`config.mk`:
```
export PLATFORM = sky130hd
export DESIGN_NAME = kronos_mem_arbiter
export DESIGN_NICKNAME = d
export VERILOG_FILES = /design/src/rtl/kronos_mem_arbiter.sv
export SDC_FILE = /design/constraint.sdc
export NUM_CORES = 1
export LEC_CHECK = 0
export ABC_AREA = 1
export CAP_MARGIN = 10
export CORE_AREA = 4 4 105 107
export CTS_CLUSTER_SIZE = 12
export DETAILED_ROUTE_END_ITERATION = 16
export DIE_AREA = 0 0 109 111
export SETUP_SLACK_MARGIN = 0.3
export SYNTH_ARGS = -nofsm -noshare
export SYNTH_HDL_FRONTEND = slang
export SYNTH_SLANG_ARGS = --single-unit
```
`constraint.sdc`:
```
create_clock -name clk -period 3.4 [get_ports clk]
set_input_delay 0.51 -clock clk [delete_from_list [all_inputs] [get_ports clk]]
set_output_delay 0.51 -clock clk [all_outputs]
set_load 0.01 [all_outputs]
```
`src/rtl/kronos_mem_arbiter.sv`:
```
// Arbitrates one single-port 32b memory between instruction fetch and LSU data.
// Data wins ties, except that a burst counter forces a fetch grant after MAX_DATA_BURST data grants.
module kronos_mem_arbiter #(
  parameter int MAX_DATA_BURST = 4
) (
  input  logic        clk,
  input  logic        rst,
  input  logic [31:0] instr_addr,
  input  logic        instr_req,
  output logic        instr_ack,
  output logic [31:0] instr_data,
  input  logic [31:0] data_addr,
  input  logic [31:0] data_wr_data,
  input  logic [3:0]  data_wr_mask,
  input  logic        data_wr_en,
  input  logic        data_req,
  output logic        data_ack,
  output logic [31:0] data_rd_data,
  output logic [31:0] mem_addr,
  output logic [31:0] mem_wr_data,
  output logic [3:0]  mem_wr_mask,
  output logic        mem_wr_en,
  output logic        mem_req,
  input  logic        mem_ack,
  input  logic [31:0] mem_rd_data
);

  localparam int CW = $clog2(MAX_DATA_BURST + 1);
  localparam logic [CW-1:0] BURST_MAX = CW'(MAX_DATA_BURST);

  localparam logic [1:0] IDLE   = 2'd0;
  localparam logic [1:0] BUSY_I = 2'd1;
  localparam logic [1:0] BUSY_D = 2'd2;

  logic [1:0]    state, state_nxt;
  logic [CW-1:0] burst_cnt, burst_nxt;
  logic          grant_i;
  logic          unused_addr_bits;

  assign unused_addr_bits = ^{instr_addr[1:0], data_addr[1:0]};

  // Fetch wins only when data is absent or has used up its burst allowance.
  assign grant_i = instr_req && (!data_req || (burst_cnt == BURST_MAX));

  always_comb begin
    state_nxt = state;
    burst_nxt = burst_cnt;
    case (state)
      IDLE: begin
        if (grant_i) begin
          state_nxt = BUSY_I;
          burst_nxt = '0;
        end else if (data_req) begin
          state_nxt = BUSY_D;
          if (!instr_req)
            burst_nxt = '0;
          else if (burst_cnt != BURST_MAX)
            burst_nxt = burst_cnt + CW'(1);
        end
      end
      BUSY_I, BUSY_D: begin
        if (mem_ack)
          state_nxt = IDLE;
      end
      default: state_nxt = IDLE;
    endcase
  end

  always_ff @(posedge clk) begin
    if (rst) begin
      state     <= IDLE;
      burst_cnt <= '0;
    end else begin
      state     <= state_nxt;
      burst_cnt <= burst_nxt;
    end
  end

  always_comb begin
    mem_req     = 1'b0;
    mem_addr    = '0;
    mem_wr_data = '0;
    mem_wr_mask = '0;
    mem_wr_en   = 1'b0;
    case (state)
      BUSY_I: begin
        mem_req  = 1'b1;
        mem_addr = {instr_addr[31:2], 2'b00};
      end
      BUSY_D: begin
        mem_req     = 1'b1;
        mem_addr    = {data_addr[31:2], 2'b00};
        mem_wr_data = data_wr_data;
        mem_wr_mask = data_wr_mask;
        mem_wr_en   = data_wr_en;
      end
      default: ;
    endcase
  end

  assign instr_ack    = (state == BUSY_I) && mem_ack;
  assign data_ack     = (state == BUSY_D) && mem_ack;
  assign instr_data   = mem_rd_data;
  assign data_rd_data = mem_rd_data;

endmodule

```
== Word level (Yosys, flattened, before mapping) ==
Index checks and enable logic that the tools add are counted.

* Flip-flop bits (word level): 5
* Output and inout bits: 136
* Word-level logic and storage cells: 33

* Add/sub/neg operators: 1
* Equality and inequality tests: 7
* Muxes and demuxes: 13
* Reduce and logical (&&, ||, !) cells: 10

{| class="wikitable"
|+ Operators by type and width
! kind !! number
|-
| $pmux W32 S2 || 1
|-
| $mux W32 || 1
|-
| $mux W3 || 4
|-
| $mux W2 || 3
|-
| $ne A3 B3 Y1 const B || 2
|-
| $mux W4 || 1
|-
| $pmux W2 S2 || 1
|-
| $add A3 B1 Y3 const B || 1
|-
| $eq A3 B3 Y1 const B || 1
|-
| $logic_and A1 B1 Y1 || 3
|-
| $ne A3 B1 Y1 const B || 1
|-
| $reduce_and A3 Y1 || 1
|-
| $eq A2 B1 Y1 const B || 1
|-
| $eq A2 B2 Y1 const B || 1
|-
| $logic_not A2 Y1 || 1
|-
| $mux W1 || 2
|-
| $ne A2 B1 Y1 const B || 1
|-
| $reduce_and A2 Y1 || 1
|-
| $reduce_bool A2 Y1 || 1
|-
| $reduce_or A2 Y1 || 1
|-
| $logic_not A1 Y1 || 1
|-
| $logic_or A1 B1 Y1 || 1
|}

== Depth between registers and ports, before layout ==
* Word-level depth: 5
* Mapped depth: 8
* Gate-level depth less buffers: 8

== Worst setup path after synthesis ==
Ideal clock, no wire load.

* Path type: flip-flop to output port
* Start: register state[0]
* End: output mem_addr[10]
* Data arrival time: 1202 ps
* Data required time: 2890 ps
* Path slack: 1688 ps
* Cell stages (with the launch flop): 6
* Buffers on the path: 1
* Cell sequence: dfxtp_1 -> inv_1 -> ha_1 -> inv_2 -> clkbuf_1 -> a21oi_1

* Cells in the longest elaborated chain, start to end: 2

{| class="wikitable"
|+ Ends and longest elaborated chain
! what !! RTL line !! source
|-
| start, declared || 35 || <nowiki>logic [1:0] state, state_nxt;</nowiki>
|-
| start signal, assigned || 74 || <nowiki>state <= state_nxt;</nowiki>
|-
| $eq A2 B2 Y1 / $eq A2 B1 Y1 (equally long branches) || 85 || <nowiki>case (state)</nowiki>
|-
| $pmux W32 S2 (*) || 85 ||
|-
| end, declared || 19 || <nowiki>output logic [31:0] mem_addr,</nowiki>
|}

Mark *: on every way between the ends. The rest lies on a longest branch, timed or not.

== Worst setup path in the final report ==
* Start: register state[0]
* End: output mem_addr[6]

Same word-level chain as after synthesis.

==> metrics.txt <==
status=finished clean; final WL=roughly 6400 µm; largest net degree at the start of global routing=38; mux cell area share after synthesis=0; Req. time, crit path=between 2 and 3 ns; Area Growth Syn to Fin=86.3%; Cell Pwr Density=between 150 and 200 mW/mm²; drt pass-1 iters=4; CTS Buffer Depth=2; MaxCap Viol Count=0; most frequent cells in the layout=clkdlybuf4s50_1 (171), nand2_1 (110), inv_1 (51), a21oi_1 (36), dfxtp_1 (5); clock sinks=5; Syn. warnings=0; Net Switching=roughly 0.2 mW; Worst Reg-to-Reg Cells=7; Clock power frac=0.198; Synth area leader=buf_4; die width=~110 µm; Comb power frac=0.686; GRT Residual Overflow=0; top cells by area, synth=buf_4 (32%), nand2_1 (26%), inv_1 (12%), a21oi_1 (11%), dfxtp_1 (6.3%); global-route usage over all layers=0.0953; Row Count=37; DRC Markers=0; # fillers=roughly 1100; I/O pin cnt=approximately 270; Final setup viols=0; max_slew headroom=0.610; GPL Wtd Cong=between 0.7 and 0.8; clock skew=between 0.0007 and 0.0008 ns; core area=around 0.010 mm²; sequential share of power=0.116; compound-gate portion of the synthesized area=0.126; Critical-path top delay cell=clkdlybuf4s50_1; routed via count=roughly 2000; Max FO, Critical Path=31; setup TNS=0 ns; CP Cell Sequence=inv_1, ha_1, inv_2, a21oi_1, clkdlybuf4s50_1; Setup Buffers After CTS=0; Fmax=about 390 MHz; post-synth top area share=0.325; Slew Viols, Final=0; Iter 0 DRT Violations=between 70 and 80; CTS Hold Buffers Added=0; crit-path max cell delay=0.52 ns; hold depth=2; Multi-input gate area=717 µm²; Final Power=approximately 0.56 mW; share of cells above drive strength 1=0.0302; initial antenna violation count=0; Final HPWL DP=around 5300 µm; die height=approximately 110 µm; cts bufs inserted=3; static leakage=1.33 nW; Antenna Cells=0; clock period minus worst slack=2.59 ns; Synth Area in XOR/XNOR=0; Fin. Hold Viols=0; CTS tree=yes; number of global-route vias before repair=about 2000; critical path class=register to output port; post-synthesis sequential area ratio=0.0628; Hold Crit Class=register to register; slew at the pin with the worst max-slew slack=between 0.5 and 0.6 ns; post-detailed-route count of antenna-violating nets=0; Clk pin slew, worst setup/hold paths=0.04 ns; Sequential cell area=100 µm²; Post-Synth Simple-Gate Area=0.278; placed cell count=between 500 and 600; Sw Share=0.357; commonest non-fill, non-tap cell in the layout=clkdlybuf4s50_1; Worst Setup End Kind=output port; type of origin of the critical path=register; Starting Density=0.157; Yosys reg bits=5; H-Tree Depth=1; wire per inst=roughly 12 µm; root buffer cell=clkbuf_8; Layout Nets=542; Post-Syn Area=~0.0016 mm²; worst vdd ir=roughly 0.17 mV; Avg Synthesized Cell Area=5.35 µm²; Finished Layout Cells=about 530; DR vias/cell=approximately 3.7; die footprint=0.0121 mm²; RSZ-0062 raised after global routing=no; port bufs=approximately 170; Arr. time, crit path=approximately 2.1 ns; synthesized netlist cell count=298; first-pass GRT wire length=~9400 µm; PostCTS Resize Cnt=0; Synth cell types=17; adder-cell share of the synthesized area=0.0392; worst-skew pair later-pin latency=approximately 0.22 ns; fin crit share=0.760; Power Internal=0.363 mW; main combinational cell family by area after synthesis=buffers and inverters
kinds of logic (layout without fill, tap and decap cells):
logic type                 after synthesis  after routing
AOI/OAI and AO/OA                       39             39
DFF                                      5              5
adders and majority gates                5              5
buffers and inverters                  132            231
other                                    1              2
and+or+nand+nor                        116            116
registers in the layout, indices dropped and copies added, names as in the netlist:
| register | cells |
|---|---|
| state | 2 |
| burst_cnt | 3 |
power groups by stage:
| stage | combinational (mW) | clock [mW] | sequential (mW) |
|---|---|---|---|
| after floorplan | 0.235 | 0 | 0.0655 |
| after detailed placement | 0.392 | 0 | 0.0662 |
| after global routing | 0.424 | 0.117 | 0.0661 |
| after global placement | 0.388 | 0 | 0.0660 |
| after CTS | 0.395 | 0.115 | 0.0653 |
| final | 0.388 | 0.112 | 0.0652 |
per-layer routing:
layer | share of wire | vias up | global-route usage
li1 | - | 1004 | -
met3 | 0.10 | 21 | 0.0256
met4 | 0.029 | 0 | 0.0337
met2 | 0.50 | 86 | 0.178
met1 | 0.37 | 855 | 0.0996
met5 | 0 | - | 0
cells in the mapped netlist:
library cell    n
nand2_1       110
buf_4          69
inv_1          51
a21oi_1        36
buf_2           5
dfxtp_1         5
ha_1            5
buf_6           3
clkbuf_1        3
nand3_1         2
nor2_1          2
nor2_2          2
conb_1          1
inv_2           1
o21ai_0         1
o21ai_2         1
o21bai_1        1
final timing paths:
check	to	slack (ns)	from
worst max-delay path	mem_addr[6]	0.81	state[0]$_SDFFE_PP0P_
worst min-delay path	state[1]$_SDFFE_PP0P_	0.49	state[1]$_SDFFE_PP0P_
worst max register to register	state[0]$_SDFFE_PP0P_	1.74	state[0]$_SDFFE_PP0P_
worst min register to register	state[1]$_SDFFE_PP0P_	0.49	state[1]$_SDFFE_PP0P_
worst max-delay path, delay by kind of cell (launching register included):
family          cells  cell delay (ns)
compound gates      1             0.14
flops               1             0.35
fa+ha+maj           1             0.32
buf+inv             3             1.04
area by class of cell:
cell class / instances / area share
repair buffers: 175 / 0.587
flip-flops and latches: 5 / 0.0337
clock buffers: 4 / 0.0152
inverters: 52 / 0.0657
well taps: 136 / 0.0573
multi-input cells: 162 / 0.241
through the flow:
step	cell area, µm²	util	hold WS (ns)	setup WS, ns
4_1_cts	2970	0.293	0.500	0.742
6_report	2970	0.293	0.492	0.814
3_3_place_gp	2920	0.288	0.475	0.983
5_1_grt	2970	0.293	0.532	0.641
2_1_floorplan	1600	-	0.454	1.69
3_5_place_dp	2920	0.288	0.494	0.989
Power figures use the tool's default switching activity.
